[src/rtl/clk_reconfig_ctrl_pkg.sv]
// rtl/clk_reconfig_ctrl_pkg.sv - shared types and register map for the clocking-wizard reconfiguration master
package clk_gen_pkg;

  typedef enum logic [2:0] {
    IDLE, WR, WR_RESP, RD, RD_RESP, GAP, FIN
  } state_t;

  typedef enum logic {DIV, CFG} step_t;

  localparam logic [10:0] DEF_DIV_ADDR  = 11'h208;
  localparam logic [10:0] DEF_CFG_ADDR  = 11'h25C;
  localparam logic [10:0] DEF_STAT_ADDR = 11'h004;
  localparam logic [31:0] DEF_CFG_LOAD  = 32'h0000_0003;

  localparam logic [1:0] RESP_OKAY   = 2'b00;
  localparam logic [1:0] RESP_SLVERR = 2'b10;

endpackage

[src/rtl/clk_reconfig_ctrl_if.sv]
// rtl/clk_reconfig_ctrl_if.sv - AXI-Lite bus between the reconfiguration master and the wizard DRP slave
interface clk_reconfig_ctrl_if #(
  parameter int ADDR_W = 11
) ();
  logic [ADDR_W-1:0] awaddr;
  logic              awvalid;
  logic              awready;
  logic [31:0]       wdata;
  logic [3:0]        wstrb;
  logic              wvalid;
  logic              wready;
  logic [1:0]        bresp;
  logic              bvalid;
  logic              bready;
  logic [ADDR_W-1:0] araddr;
  logic              arvalid;
  logic              arready;
  logic [31:0]       rdata;
  logic [1:0]        rresp;
  logic              rvalid;
  logic              rready;

  modport master (
    output awaddr, awvalid, wdata, wstrb, wvalid, bready, araddr, arvalid, rready,
    input  awready, wready, bresp, bvalid, arready, rdata, rresp, rvalid
  );

  modport slave (
    input  awaddr, awvalid, wdata, wstrb, wvalid, bready, araddr, arvalid, rready,
    output awready, wready, bresp, bvalid, arready, rdata, rresp, rvalid
  );
endinterface

[src/rtl/clk_reconfig_ctrl.sv]
// rtl/clk_reconfig_ctrl.sv - writes CLKOUT0 divide and config-load, then polls lock status with timeout
module clk_reconfig_ctrl
  import clk_gen_pkg::*;
#(
  parameter int                ADDR_W    = 11,
  parameter logic [ADDR_W-1:0] DIV_ADDR  = ADDR_W'(DEF_DIV_ADDR),
  parameter logic [ADDR_W-1:0] CFG_ADDR  = ADDR_W'(DEF_CFG_ADDR),
  parameter logic [31:0]       CFG_LOAD  = DEF_CFG_LOAD,
  parameter logic [ADDR_W-1:0] STAT_ADDR = ADDR_W'(DEF_STAT_ADDR),
  parameter int                POLL_GAP  = 16,
  parameter int                TIMEOUT   = 4096
) (
  input  logic                 clk,
  input  logic                 rst,
  input  logic                 req_valid,
  output logic                 req_ready,
  input  logic [7:0]           req_div,
  output logic                 done,
  output logic                 err,
  output logic                 busy,
  clk_reconfig_ctrl_if.master  m_axi
);

  localparam int TW = $clog2(TIMEOUT + 1);
  localparam int GW = (POLL_GAP > 1) ? $clog2(POLL_GAP + 1) : 1;
  localparam logic [TW-1:0] TMO_MAX  = TW'(TIMEOUT);
  localparam logic [GW-1:0] GAP_LAST = GW'(POLL_GAP - 1);

  state_t         state, state_n;
  step_t          step;
  logic [7:0]     div_q;
  logic           aw_done, w_done;
  logic           err_q, fin_err;
  logic [TW-1:0]  tmo_cnt;
  logic [GW-1:0]  gap_cnt;
  logic           aw_hs, w_hs, tmo, poll_phase;
  logic           unused_rdata;

  assign aw_hs        = (state == WR) && !aw_done && m_axi.awready;
  assign w_hs         = (state == WR) && !w_done && m_axi.wready;
  assign tmo          = (tmo_cnt == TMO_MAX);
  assign poll_phase   = (state == RD) || (state == RD_RESP) || (state == GAP);
  assign unused_rdata = ^m_axi.rdata[31:1];

  always_ff @(posedge clk or posedge rst) begin
    if (rst) state <= IDLE;
    else     state <= state_n;
  end

  always_comb begin
    state_n = state;
    fin_err = 1'b0;
    case (state)
      IDLE: begin
        if (req_valid) begin
          if (req_div == 8'd0) begin
            state_n = FIN;
            fin_err = 1'b1;
          end else begin
            state_n = WR;
          end
        end
      end
      WR: begin
        if ((aw_done || aw_hs) && (w_done || w_hs)) state_n = WR_RESP;
      end
      WR_RESP: begin
        if (m_axi.bvalid) begin
          if (m_axi.bresp != RESP_OKAY) begin
            state_n = FIN;
            fin_err = 1'b1;
          end else if (step == DIV) begin
            state_n = WR;
          end else begin
            state_n = RD;
          end
        end
      end
      RD: begin
        // A granted address always wins over a timeout expiring in the same cycle
        if (m_axi.arready) begin
          state_n = RD_RESP;
        end else if (tmo) begin
          state_n = FIN;
          fin_err = 1'b1;
        end
      end
      RD_RESP: begin
        if (m_axi.rvalid) begin
          if (m_axi.rresp != RESP_OKAY) begin
            state_n = FIN;
            fin_err = 1'b1;
          end else if (m_axi.rdata[0]) begin
            state_n = FIN;
          end else begin
            state_n = GAP;
          end
        end
      end
      GAP: begin
        if (tmo) begin
          state_n = FIN;
          fin_err = 1'b1;
        end else if (gap_cnt == GAP_LAST) begin
          state_n = RD;
        end
      end
      FIN:     state_n = IDLE;
      default: state_n = IDLE;
    endcase
  end

  always_ff @(posedge clk or posedge rst) begin
    if (rst) begin
      step    <= DIV;
      div_q   <= 8'd0;
      aw_done <= 1'b0;
      w_done  <= 1'b0;
      err_q   <= 1'b0;
      tmo_cnt <= '0;
      gap_cnt <= '0;
    end else begin
      if (state == IDLE && req_valid) begin
        div_q <= req_div;
        step  <= DIV;
      end
      if (state == WR_RESP && m_axi.bvalid && m_axi.bresp == RESP_OKAY) step <= CFG;
      // Completion flags live only for the current WR visit
      aw_done <= (state == WR && state_n == WR) ? (aw_done || aw_hs) : 1'b0;
      w_done  <= (state == WR && state_n == WR) ? (w_done || w_hs) : 1'b0;
      if (state_n == FIN) err_q <= fin_err;
      if (poll_phase) begin
        if (!tmo) tmo_cnt <= tmo_cnt + 1'b1;
      end else begin
        tmo_cnt <= '0;
      end
      gap_cnt <= (state == GAP) ? gap_cnt + 1'b1 : '0;
    end
  end

  always_comb begin
    req_ready     = (state == IDLE);
    busy          = (state != IDLE);
    done          = (state == FIN);
    err           = (state == FIN) && err_q;
    m_axi.awvalid = (state == WR) && !aw_done;
    m_axi.wvalid  = (state == WR) && !w_done;
    m_axi.awaddr  = '0;
    m_axi.wdata   = 32'd0;
    if (state == WR) begin
      m_axi.awaddr = (step == DIV) ? DIV_ADDR : CFG_ADDR;
      m_axi.wdata  = (step == DIV) ? {24'd0, div_q} : CFG_LOAD;
    end
    m_axi.wstrb   = 4'hF;
    m_axi.bready  = (state == WR_RESP);
    m_axi.arvalid = (state == RD);
    m_axi.araddr  = (state == RD) ? STAT_ADDR : '0;
    m_axi.rready  = (state == RD_RESP);
  end

endmodule

[src/flat_wrapper.sv]
// flat-port wrapper written by rule: the top's interface ports become plain ports
module clk_reconfig_ctrl_flat import clk_gen_pkg::*;
#(
  parameter int                ADDR_W    = 11,
  parameter logic [ADDR_W-1:0] DIV_ADDR  = ADDR_W'(DEF_DIV_ADDR),
  parameter logic [ADDR_W-1:0] CFG_ADDR  = ADDR_W'(DEF_CFG_ADDR),
  parameter logic [31:0]       CFG_LOAD  = DEF_CFG_LOAD,
  parameter logic [ADDR_W-1:0] STAT_ADDR = ADDR_W'(DEF_STAT_ADDR),
  parameter int                POLL_GAP  = 16,
  parameter int                TIMEOUT   = 4096
)
  (clk, rst, req_valid, req_ready, req_div, done, err, busy, m_axi_awaddr, m_axi_awvalid, m_axi_wdata, m_axi_wstrb, m_axi_wvalid, m_axi_bready, m_axi_araddr, m_axi_arvalid, m_axi_rready, m_axi_awready, m_axi_wready, m_axi_bresp, m_axi_bvalid, m_axi_arready, m_axi_rdata, m_axi_rresp, m_axi_rvalid);
  clk_reconfig_ctrl_if #(.ADDR_W(ADDR_W)) m_axi_i ();
  input  logic clk;
  input  logic rst;
  input  logic req_valid;
  output logic req_ready;
  input  logic [7:0] req_div;
  output logic done;
  output logic err;
  output logic busy;
  output wire logic [$bits(m_axi_i.awaddr)-1:0] m_axi_awaddr;
  output wire logic [$bits(m_axi_i.awvalid)-1:0] m_axi_awvalid;
  output wire logic [$bits(m_axi_i.wdata)-1:0] m_axi_wdata;
  output wire logic [$bits(m_axi_i.wstrb)-1:0] m_axi_wstrb;
  output wire logic [$bits(m_axi_i.wvalid)-1:0] m_axi_wvalid;
  output wire logic [$bits(m_axi_i.bready)-1:0] m_axi_bready;
  output wire logic [$bits(m_axi_i.araddr)-1:0] m_axi_araddr;
  output wire logic [$bits(m_axi_i.arvalid)-1:0] m_axi_arvalid;
  output wire logic [$bits(m_axi_i.rready)-1:0] m_axi_rready;
  input wire logic [$bits(m_axi_i.awready)-1:0] m_axi_awready;
  input wire logic [$bits(m_axi_i.wready)-1:0] m_axi_wready;
  input wire logic [$bits(m_axi_i.bresp)-1:0] m_axi_bresp;
  input wire logic [$bits(m_axi_i.bvalid)-1:0] m_axi_bvalid;
  input wire logic [$bits(m_axi_i.arready)-1:0] m_axi_arready;
  input wire logic [$bits(m_axi_i.rdata)-1:0] m_axi_rdata;
  input wire logic [$bits(m_axi_i.rresp)-1:0] m_axi_rresp;
  input wire logic [$bits(m_axi_i.rvalid)-1:0] m_axi_rvalid;
  assign m_axi_awaddr = m_axi_i.awaddr;
  assign m_axi_awvalid = m_axi_i.awvalid;
  assign m_axi_wdata = m_axi_i.wdata;
  assign m_axi_wstrb = m_axi_i.wstrb;
  assign m_axi_wvalid = m_axi_i.wvalid;
  assign m_axi_bready = m_axi_i.bready;
  assign m_axi_araddr = m_axi_i.araddr;
  assign m_axi_arvalid = m_axi_i.arvalid;
  assign m_axi_rready = m_axi_i.rready;
  assign m_axi_i.awready = m_axi_awready;
  assign m_axi_i.wready = m_axi_wready;
  assign m_axi_i.bresp = m_axi_bresp;
  assign m_axi_i.bvalid = m_axi_bvalid;
  assign m_axi_i.arready = m_axi_arready;
  assign m_axi_i.rdata = m_axi_rdata;
  assign m_axi_i.rresp = m_axi_rresp;
  assign m_axi_i.rvalid = m_axi_rvalid;
  clk_reconfig_ctrl #(.ADDR_W(ADDR_W), .DIV_ADDR(DIV_ADDR), .CFG_ADDR(CFG_ADDR), .CFG_LOAD(CFG_LOAD), .STAT_ADDR(STAT_ADDR), .POLL_GAP(POLL_GAP), .TIMEOUT(TIMEOUT)) u_core (.clk(clk), .rst(rst), .req_valid(req_valid), .req_ready(req_ready), .req_div(req_div), .done(done), .err(err), .busy(busy), .m_axi(m_axi_i));
endmodule
[config.mk]
export PLATFORM = sky130hd
export DESIGN_NAME = clk_reconfig_ctrl_flat
export DESIGN_NICKNAME = d
export VERILOG_FILES = /design/src/rtl/clk_reconfig_ctrl_pkg.sv /design/src/rtl/clk_reconfig_ctrl_if.sv /design/src/rtl/clk_reconfig_ctrl.sv /design/src/flat_wrapper.sv
export SDC_FILE = /design/constraint.sdc
export NUM_CORES = 1
export LEC_CHECK = 0
export CORE_AREA = 2 2 92 94
export CTS_CLUSTER_DIAMETER = 200
export CTS_CLUSTER_SIZE = 40
export DETAILED_ROUTE_END_ITERATION = 6
export DIE_AREA = 0 0 94 96
export SYNTH_ARGS = -nofsm -noshare
export SYNTH_HDL_FRONTEND = slang
export SYNTH_SLANG_ARGS = --single-unit
export TNS_END_PERCENT = 100
[constraint.sdc]
create_clock -name clk -period 2.41 [get_ports clk]
set_clock_uncertainty 0.1 [all_clocks]
set_input_delay 0.482 -clock clk [delete_from_list [all_inputs] [get_ports clk]]
set_output_delay 0.482 -clock clk [all_outputs]
set_load 0.02 [all_outputs]
# == Word-level counts from Yosys, hierarchy flattened ==
# Cells that the tools add are included.
# totals
register_bits,33
in_bits,52
out_inout_bits,67
word_cells,79
# classes
addsub,2
eq_ne,11
mux,35
n_reduce_logical,23
# ops
cell,n
$mux 3,12
$mux 32,1
$mux 13,2
$pmux 3 s6,1
$add 13x1->13 const B,1
$eq 13x13->1 const B,1
$eq 3x3->1 const B,4
$mux 1,12
$mux 11,1
$logic_and 1x1->1,10
$logic_not 8->1,1
$mux 8,1
$mux 7,1
$eq 3x1->1 const B,2
$eq 3x2->1 const B,2
$reduce_bool 2->1,3
$add 5x1->5 const B,1
$eq 5x4->1 const B,1
$mux 5,1
$pmux 1 s5,1
$logic_or 1x1->1,4
$mux 2,2
$logic_not 3->1,1
$reduce_bool 3->1,1
3 further kinds,4

# == Longest topological paths before layout ==
# Gate-level depths: netlist (run 1).
# logic_depth
word_depth,10
mapped_depth,8
mapped_depth_nobuf,8

# == Worst setup path after synthesis (run 1) ==
# OpenSTA, ideal clock, no wires.
# synth_timing
path_type,register -> register
from,reg u_core.state[1]
to,reg u_core.err_q
setup_ns,0.125
arrival_ns,1.919
t_required_ns,2.185
slack_ns,0.266
stages_incl_launch_ff,8
path_buffers,1
period_less_slack_ns,2.144
cell_sequence,dfrtp_1 > buf_4 > nor3b_2 > and3b_2 > a2111oi_4 > a21oi_4 > nand3_2 > mux2_4
# synth_via
word_cells_on_any_way,24
classes_between,eq/ne: 6; mux: 10; reduce/logical: 8
# synth_rtl
element,line_no,source
from (decl),clk_reconfig_ctrl.sv:29,"state_t state, state_n;"
from (signal assigned),clk_reconfig_ctrl.sv:47,else state <= state_n;
$eq 3x3->1,n/a,
net m_axi_rready,flat_wrapper.sv:30,output wire logic [$bits(m_axi_i.rready)-1:0] m_axi_rready;
$pmux 3 s6,clk_reconfig_ctrl.sv:53,case (state)
net u_core.state_n[1],clk_reconfig_ctrl.sv:29,
$eq 3x3->1,clk_reconfig_ctrl.sv:131,if (state_n == FIN) err_q <= fin_err;
to (signal assigned),clk_reconfig_ctrl.sv:131,
to (decl),clk_reconfig_ctrl.sv:33,"logic err_q, fin_err;"
# The timed path passes the listed nets, and every way through them passes these cells.
# A chain may end at the register's enable or synchronous reset.

# == Final worst setup path (run 1) ==
# layout_timing
from,reg u_core.state[1]
to,out busy
# layout_via
elab_chain_cells,1
# layout_rtl
element,line_no,source
$reduce_bool 3->1,clk_reconfig_ctrl.sv:143,busy = (state != IDLE);
to (decl),flat_wrapper.sv:21,output logic busy;
# No other way between the ends.

==> impl_results.md, run 1 <==
- Port-buffer cells: between 40 and 50
- Critical path class: reg -> out
- First drt pass iteration count: 4
- Startpoint Class: register
- Core area: 0.00805 mm²
- Leak: 1.33 nW
- Worst skew pair latency: roughly 280 ps
- Syn_area_per_cell: 9.81 µm²
- Final setup fails: 0
- R2R Setup Slk: ~260 ps
- Cells after Synth: 230
- Power, Total: about 0.0026 W
- Initial Util: 0.280
- Power Internal: 0.00155 W
- Worst EP required: between 1500 and 2000 ps
- Period minus WS final: around 2300 ps
- Hold Path Stages: 1
- Detailed placement HPWL: around 3400 µm
- H-tree depth: 2
- Syn Std Cell Area: about 0.0023 mm²
- Primary FF master, synth: dfrtp_1
- EDFF count, synth: 0
- Die X: 94 µm
- Worst r2r dst: u_core.err_q
- Synth warn: 0
- Clock Tree Root: clkbuf_8
- Setup WS pre-CTS: -210 ps
- Routed via count: roughly 1600
- Endpoint, Worst Hold: u_core.gap_cnt[0]
- Post-synthesis async set-or-reset flop share: 1.00
- Hold buffers post-CTS: 0
- Ports: about 120
- Register share of total power: 0.290
- Clock Power Share: 0.160
- Full die area: 0.00902 mm²
- Average vias per placed instance: slightly above 4
- Drt first-iter violations: 48
- Share of cells above drive strength 1: 0.220
- Area share of the largest cell type after synthesis: 0.366
- Status: completed
- Final setup margin: 63.7 ps
- Global route overflow: 0
- Clock transition at path regs: ~70 ps
- Largest cells by area after synthesis: dfrtp_1 37%, buf_4 16%, nor2_1 5.5%
- # rows: 33
- CTS tree: built
- CTS Buf Count: 5
- Final core utilization: 0.348
- Setup crit end kind: primary output
- Largest net degree at the start of global routing: 34
- Initial antenna violation count: 0
- Worst vdd ir: approximately 0.29 mV
- DRC Markers: 0
- Tcrit/Tclk final: 0.974
- Die H: about 96 µm
- Final Slew Violations: 0
- Power share of the combinational group: 0.550
- First-pass GRT wire length: between 6000 and 7000 µm
- Setup TNS: 0 ps
- Unique cell type count in the Yosys netlist: 50
- Sinks on Clock Net: 33
- Reg2Reg Depth: 8
- Switching share of power: 0.400
- Maximum capacitance violations: 0
- Area Overhead vs Synth: 24.3%
- Critical Path AT: 1760 ps
- P_sw: just over 0.001 W
- Max Freq: 426 MHz
- Net total in the final layout: about 350
- N_diodes: 0
- #FFs+latches synth: 33
- RSZ-0062 raised after global routing: no
- Final ANT Viol Nets: 0
- Final Hold Fails: 0
- Final wirelength: ~4300 µm
- Vias in the first global route: roughly 1500
- WL per Instance: approximately 11 µm
- R2r startpoint: u_core.tmo_cnt[0]
- Hold Path Class: reg -> reg
- Tot GR Track Use: 0.0956
- Hold path startpoint: u_core.gap_cnt[0]
- Worst-path fanout max: 12
- Max Root-Sink Buffers: 2
- Pwr per Cell Area: approximately 920 mW/mm²
- Fill count: approximately 840
- Register area share after synthesis: 0.366
- RePlAce Congestion: ~0.83
- Synth area leader: dfrtp_1
## cells in the mapped netlist, types with 2 or more instances
library cell / instances
ha_1: 5
and3b_2: 3
o211ai_1: 2
conb_1: 2
xnor2_1: 4
nor2_1: 33
xor2_1: 8
nor4b_4: 2
mux2_2: 8
nor4_1: 2
buf_4: 49
inv_1: 7
and3_1: 3
nand3_2: 2
nor2b_1: 2
dfrtp_1: 33
a21oi_1: 6
and2_1: 9
nand3b_1: 2
nor3b_2: 2
o21ai_0: 2
buf_6: 2
nand3_1: 9
nor4_2: 2
nor3_1: 3
nand2_1: 4
## critical path, cell delays in order (launching register included)
cell and delay, ps:
dfrtp_1 370, buf_4 180, nor3_1 310, inv_1 80, clkdlybuf4s50_1 540
## flip-flops by register name, summed over array words and instances, names as in the netlist
signal / count
u_core.err_q: 1
u_core.gap_cnt: 5
u_core.step: 1
u_core.aw_done: 1
u_core.div_q: 8
u_core.w_done: 1
u_core.state: 3
u_core.tmo_cnt: 13
## what timing repair did
item                                    4_1_cts  5_1_grt
gates cloned                                  0        0
setup buffers                                 0        0
gates resized for setup                      19       15
endpoints found under the setup margin       19       11
## stage by stage
stage                     hold WS [ps]  instances  instance area (µm²)
after floorplan                    333        272                 2410
after global placement             349        389                 2740
after detailed placement           356        389                 2740
after CTS                          366        396                 2810
after global routing               390        396                 2810
final                              365        396                 2810
## placed cells by master (no fill, tap or decap), types with 2 or more instances in the layout
cell type	n
a21oi_1	6
and2_1	9
and3_1	3
and3b_2	3
buf_4	22
clkbuf_2	4
clkbuf_8	6
clkdlybuf4s15_1	5
clkdlybuf4s50_1	23
conb_1	44
dfrtp_1	33
dlygate4sd2_1	10
ha_1	5
inv_1	7
mux2_2	8
nand2_1	4
nand3_1	9
nand3_2	2
nand3b_1	2
nor2_1	33
nor2b_1	2
nor3_1	3
nor3b_2	2
nor4_1	2
nor4_2	2
nor4b_2	2
nor4b_4	2
o211ai_1	2
o21ai_0	2
xnor2_1	4
xor2_1	8
## layout make-up
class	instances	area (µm²)	area share
clock buffer	7	86.3	0.0308
multi-input combinational	178	1170	0.416
timing repair buffer	65	566	0.202
inverter	8	30.0	0.0107
tap	105	131	0.0468
sequential	33	826	0.294
## worst max path at each step
| stage | start | end | slack (ps) | depth (start not counted) |
|---|---|---|---|---|
| 6_report | u_core.state[1] | busy | 60 | 4 |
| 5_1_grt | u_core.state[1] | m_axi_wdata[3] | 4 | 5 |
| 4_1_cts | u_core.state[0] | err | 10 | 4 |
| 3_5_place_dp | m_axi_rresp[1] | u_core.err_q | -210 | 7 |
| 3_3_place_gp | m_axi_rresp[1] | u_core.err_q | -220 | 7 |
| 2_1_floorplan | u_core.state[1] | u_core.err_q | 270 | 7 |
## logic make-up after synthesis
kind of cell               synth area share
xor gates and xnor gates             0.0466
and+or+nand+nor                       0.254
DFF                                   0.366
adders and majority gates            0.0277
other                               0.00333
buffers and inverters                 0.190
muxes                                0.0466
AOI/OAI and AO/OA                    0.0660
## power by group through the flow
stage               Clock [W]  Sequential (W)  Combinational (W)
floorplan                   0        0.000762            0.00101
global placement            0        0.000757            0.00152
detailed placement          0        0.000761            0.00153
CTS                  0.000432        0.000752            0.00143
global route         0.000452        0.000770            0.00156
finish               0.000413        0.000750            0.00142
## metal layers
layer,track usage,part of all wire
met4,0.0290,0.0074
met2,0.159,0.49
met5,0,0
met3,0.0282,0.050
met1,0.120,0.45
(Power assumes the default switching activity.)
==> run 2, diff against run 1 <==
--- a/config.mk
+++ b/config.mk
@@ -10,6 +10,7 @@
 export CTS_CLUSTER_SIZE = 40
 export DETAILED_ROUTE_END_ITERATION = 6
 export DIE_AREA = 0 0 94 96
+export SETUP_SLACK_MARGIN = 0.5
 export SYNTH_ARGS = -nofsm -noshare
 export SYNTH_HDL_FRONTEND = slang
 export SYNTH_SLANG_ARGS = --single-unit
==> constraint.sdc (replaced) <==
create_clock -name clk -period 2.73 [get_ports clk]
set_clock_uncertainty 0.1 [all_clocks]
set_input_delay 0.546 -clock clk [delete_from_list [all_inputs] [get_ports clk]]
set_output_delay 0.546 -clock clk [all_outputs]
set_load 0.02 [all_outputs]
==> run 2 against run 1 <==
Compared with the run above: setup slack improved by 450 ps; clock power decreased by 14%; sequential power is 11% lower; via count rose by 0.38%; sequential share of layout area decreased by 0.67 points; core utilization rose by 0.81 points; global-route usage hardly changed; count of clock-buffer cells in the layout down 1; die area unchanged.
==> impl_results.md, run 2 (synthesis results as in run 1) <==
- Status: completed
- Sinks on Clock Net: 33 (unchanged)
- Final setup fails: 0 (unchanged)
- Die H: 96 µm (unchanged)
- First-pass GRT wire length: 6800 µm (+0.31%)
- Commonest non-fill, non-tap cell in the layout: conb_1
- # rows: 33 (unchanged)
- Leak: 1.39 nW (+4.8%)
- Final ANT Viol Nets: 0 (unchanged)
- R2r startpoint: u_core.gap_cnt[0]
- Reg2Reg Depth: 7 (-1)
- Vias in the first global route: 1470 (-1.9%)
- Initial Util: 0.280 (unchanged)
- Final Slew Violations: 0 (unchanged)
- CTS tree: built
- Worst EP required: 2080 ps (+250 ps)
- Max FFs per register: 13 (unchanged)
- Finished Cell Area: 0.00287 mm² (+2.3%)
- Drt first-iter violations: 53 (+10%)
- Largest net degree at the start of global routing: 34 (unchanged)
- Die X: 94 µm (unchanged)
- Biggest regs: u_core.tmo_cnt: 13 flops, u_core.div_q: 8 flops, u_core.gap_cnt: 5 flops
- Reg area: 826 µm² (unchanged)
- Final Hold Fails: 0 (unchanged)
- N_diodes: 0 (unchanged)
- Worst r2r dst: u_core.err_q
- Startpoint Class: register
- Max Freq: around 450 MHz
- RePlAce Congestion: 0.791 (-4.7%)
- Critical Path AT: 1570 ps (-190 ps)
- RSZ-0062 raised after global routing: yes
- Tot GR Track Use: 0.0959 (+0.000301)
- Crit path to: m_axi_awaddr[6]
- Clock transition at path regs: 70 ps (about the same)
- Period minus WS final: roughly 2200 ps
- Placed cell areas: 0.00265 mm² (-3.3%)
- Setup crit end kind: primary output
- Worst vdd ir: 0.270 mV (-5.5%)
- Pwr per Cell Area: 821 mW/mm² (-11%)
- Port-buffer cells: 43 (unchanged)
- Routed via count: 1605 (+0.38%)
- Net total in the final layout: 341 (-2.0%)
- Most frequent cells in the layout: 44 x conb_1, 33 x dfrtp_1, 32 x nor2_1
- R2R Setup Slk: 610 ps (+350 ps)
- Area of the multi-input gates: 0.00127 mm² (+8.9%)
- Ports: 119 (unchanged)
- Full die area: 0.00902 mm² (unchanged)
- Setup TNS: 0 ps (unchanged)
- Average vias per placed instance: 4.12 (+1.9%)
- Core area: 0.00805 mm² (unchanged)
- Most flops, register: u_core.tmo_cnt
- First drt pass iteration count: 4 (unchanged)
- Fill count: 834 (-1.1%)
- H-tree depth: 2 (unchanged)
- Max Root-Sink Buffers: 2 (unchanged)
- Global route overflow: 0 (unchanged)
- Critical path class: reg -> out
- DRC Markers: 0 (unchanged)
- Detailed placement HPWL: 3300 µm (-1.7%)
- Maximum capacitance violations: 0 (unchanged)
- CTS Buf Count: 5 (unchanged)
- WL per Instance: 11.3 µm (+4.1%)
- Hold Path Class: reg -> reg
- Final wirelength: 4430 µm (+2.5%)
- Worst skew pair latency: 290 ps (about the same)
- Clock Tree Root: clkbuf_8
- Worst-path fanout max: 6 (-6)
- Share of cells above drive strength 1: 0.302 (+0.0818)
- Area Overhead vs Synth: 27.2%
- Initial antenna violation count: 0 (unchanged)
- Critical path startpoint: u_core.state[2]
- Tcrit/Tclk final: 0.813
[run 2: changes by cell type in the layout (fill, tap and decap cells not counted), sizes merged, moves of 4 or more]
cell | before | now
buf | 22 | 32
clkdlybuf4s15 | 5 | 0
dlymetal6s2s | 1 | 7
clkbuf | 11 | 6
clkdlybuf4s50 | 23 | 13
dlygate4sd2 | 10 | 6
[run 2: metrics by stage]
step,total power [W],hold WS (ps),util,setup slack [ps],std cells
after global placement,0.00193,345,0.329,57.5,377
final,0.00236,370,0.356,511,390
after detailed placement,0.00194,368,0.329,85.3,377
after CTS,0.00225,377,0.343,280,387
after floorplan,0.00156,333,-,552,272
after global routing,0.00252,403,0.356,445,390
[run 2: where the power goes]
group	internal [W]	switching, W
clock network	0.000176	0.000177
logic	0.000607	0.000726
registers	0.000602	0.0000677
total	0.00139	0.000971
[run 2: worst min-delay path by stage]
stage / startpoint / end / slack [ps] / cells after the start
floorplan: u_core.gap_cnt[0] / u_core.gap_cnt[0] / 330 / 1
global placement: u_core.gap_cnt[0] / u_core.gap_cnt[0] / 350 / 1
detailed placement: u_core.gap_cnt[0] / u_core.gap_cnt[0] / 370 / 1
CTS: u_core.gap_cnt[0] / u_core.gap_cnt[0] / 380 / 1
global route: u_core.gap_cnt[0] / u_core.gap_cnt[0] / 400 / 1
finish: u_core.gap_cnt[0] / u_core.gap_cnt[0] / 370 / 1
[run 2: what timing repair did]
item,in CTS,in global routing
setup buffers,2,3
hold buffers,0,0
gates resized for setup,66,58
endpoints found under the setup margin,24,19
pin swaps,3,14
hold endpoints to repair,0,0
[run 2: final cells by class]
type,instances,share of cell area
Clock inverter,2,0.00349
Clock buffer,6,0.0253
Inverter,8,0.0113
Tap cell,105,0.0458
Timing Repair Buffer,58,0.184
Multi-Input combinational cell,178,0.442
Sequential cell,33,0.288
[run 2: per-layer routing]
layer | wire length (µm) | vias up | share of wire | global-route usage
met5 | 0 | - | 0 | 0
met4 | 15 | 0 | 0.0034 | 0.0217
met3 | 241 | 3 | 0.054 | 0.0329
met2 | 2210 | 49 | 0.50 | 0.155
met1 | 1960 | 769 | 0.44 | 0.125
li1 | - | 784 | - | -
[run 2: critical path, cell delays in order (launching register included)]
cell and delay (ps):
dfrtp_1 380, or3b_4 420, buf_6 150, inv_4 50
and2_4 160, buf_6 120
==> run 3, diff against run 2 <==
==> constraint.sdc (replaced) <==
create_clock -name clk -period 2.05 [get_ports clk]
set_clock_uncertainty 0.1 [all_clocks]
set_input_delay 0.41 -clock clk [delete_from_list [all_inputs] [get_ports clk]]
set_output_delay 0.41 -clock clk [all_outputs]
set_load 0.02 [all_outputs]
==> run 3 against run 2 <==
Compared with the run above: the run now ends with setup timing left; die area unchanged; core utilization increased by 7.9 points; via count increased by 9.2%.
==> impl_results.md, run 3 (synthesis results as in run 1) <==
- Status: complete, but fails checks
- Violated checks: setup timing
- Average vias per placed instance: 4.13 (+0.46%)
- Routed via count: 1753 (+9.2%)
- Tcrit/Tclk final: 1.03
- Maximum capacitance violations: 0 (unchanged)
- Critical path class: reg -> out
- DRC Markers: 0 (unchanged)
- Global route overflow: 0 (unchanged)
- Hold Path Class: in -> reg
- Biggest regs: u_core.tmo_cnt: 13 flops, u_core.div_q: 8 flops, u_core.gap_cnt: 5 flops
- Period minus WS final: roughly 2100 ps
- Max FFs per register: 13 (unchanged)
- RSZ-0062 raised after global routing: yes
- Startpoint Class: register
- Detailed placement HPWL: 3500 µm (+6.0%)
- First drt pass iteration count: 4 (unchanged)
- Final setup fails: 10 (+10)
- Clock Tree Root: clkbuf_8
- Final wirelength: 5020 µm (+13%)
- Most frequent cells in the layout: 44 x conb_1, 35 x buf_6, 32 x buf_4, 32 x dfrtp_1, 21 x nor2_1
- Final Slew Violations: 0 (unchanged)
- Commonest non-fill, non-tap cell in the layout: conb_1
- RePlAce Congestion: 0.778 (-1.6%)
- Critical Path AT: 1600 ps (+30 ps)
- CTS tree: built
- Worst-path fanout max: 3 (-3)
- Net total in the final layout: 375 (+10%)
- N_diodes: 0 (unchanged)
- Placed cell areas: 0.00292 mm² (+10%)
- Finished Cell Area: 0.00351 mm² (+22%)
- Clock transition at path regs: 70 ps (about the same)
- CTS Buf Count: 5 (unchanged)
- Worst vdd ir: 0.407 mV (+51%)
- Metal-1 WL: 2070 µm (+5.6%)
- Tot GR Track Use: 0.112 (+0.0162)
- Die X: 94 µm (unchanged)
- WL per Instance: 11.8 µm (+4.3%)
- Worst EP required: 1540 ps (-540 ps)
- Initial antenna violation count: 0 (unchanged)
- Share of cells above drive strength 1: 0.480 (+0.178)
- Final Hold Fails: 0 (unchanged)
- Pwr per Cell Area: 1210 mW/mm² (+47%)
- Vias in the first global route: 1689 (+15%)
- Max layer used: met4
- Setup WS pre-CTS: -425 ps (-511 ps)
- Area Overhead vs Synth: 55.4%
- Final ANT Viol Nets: 0 (unchanged)
- Core area: 0.00805 mm² (unchanged)
- Drt first-iter violations: 20 (-62%)
- Max Freq: between 400 and 500 MHz
- Max Root-Sink Buffers: 2 (unchanged)
- Sinks on Clock Net: 33 (unchanged)
- Die H: 96 µm (unchanged)
- Met3 Wirelength: 246 µm (+2.1%)
- # rows: 33 (unchanged)
- Port-buffer cells: 43 (unchanged)
- Met2 wire length: 2620 µm (+19%)
- Most flops, register: u_core.tmo_cnt
- H-tree depth: 2 (unchanged)
- Worst skew pair latency: 290 ps (about the same)
- Hold slack: 338 ps (-32.7 ps)
- Full die area: 0.00902 mm² (unchanged)
- Hold buffers post-CTS: 0 (unchanged)
- Largest net degree at the start of global routing: 34 (unchanged)
- Power, Total: 0.00425 W (+80%)
- Initial Util: 0.280 (unchanged)
- Setup TNS: -411 ps (-411 ps)
- Ports: 119 (unchanged)
- Setup crit end kind: primary output
- Final setup margin: -58.3 ps (-569 ps)
- Leak: 1.63 nW (+17%)
- First-pass GRT wire length: 7910 µm (+16%)
[run 3: final timing paths]
kind	cells past startpoint	slack, ps	endpoint	start
max	5	-60	m_axi_awaddr[4]	u_core.state[2]
min	2	340	u_core.div_q[4]	req_div[4]
max reg2reg	8	-20	u_core.err_q	u_core.state[1]
min reg2reg	1	410	u_core.div_q[7]	u_core.div_q[7]
max in group asynchronous	3	1110	u_core.state[0]	rst
min in group asynchronous	3	420	u_core.div_q[0]	rst
[run 3: worst max-delay path, cell delays in order (launching register included)]
cell	delay, ps
dfrtp_1	390
or3b_4	440
buf_6	160
inv_8	50
and2_4	150
buf_6	120
[run 3: final cells by class]
| class | instances | area (µm²) |
|---|---|---|
| multi-input cells | 178 | 1460 |
| clock buffers | 7 | 86.3 |
| clock inverters | 1 | 30.0 |
| fillers | 765 | 4540 |
| flip-flops and latches | 33 | 827 |
| well taps | 105 | 131 |
| inverters | 8 | 40.0 |
| repair buffers | 92 | 931 |
[run 3: where the power goes]
part,switching (W),total [W],internal [W]
Sequential,0.000104,0.000908,0.000804
Clock,0.000241,0.000637,0.000396
Combinational,0.00125,0.00270,0.00145
[run 3: per-stage QoR]
step,utilization,std cells
after floorplan,-,272
after global placement,0.363,402
after detailed placement,0.363,402
after CTS,0.409,416
after global routing,0.436,424
final,0.436,424
[run 3: metal layers]
layer	up-vias	GRT usage
li1	856	-
met1	838	0.143
met2	50	0.186
met3	9	0.0235
met4	0	0.0447
met5	-	0
[run 3: timing repair]
action,CTS,global route
pin swaps,20,15
gates cloned,0,1
gates resized for setup,176,41
endpoints found under the setup margin,50,51
buffers inserted,6,7
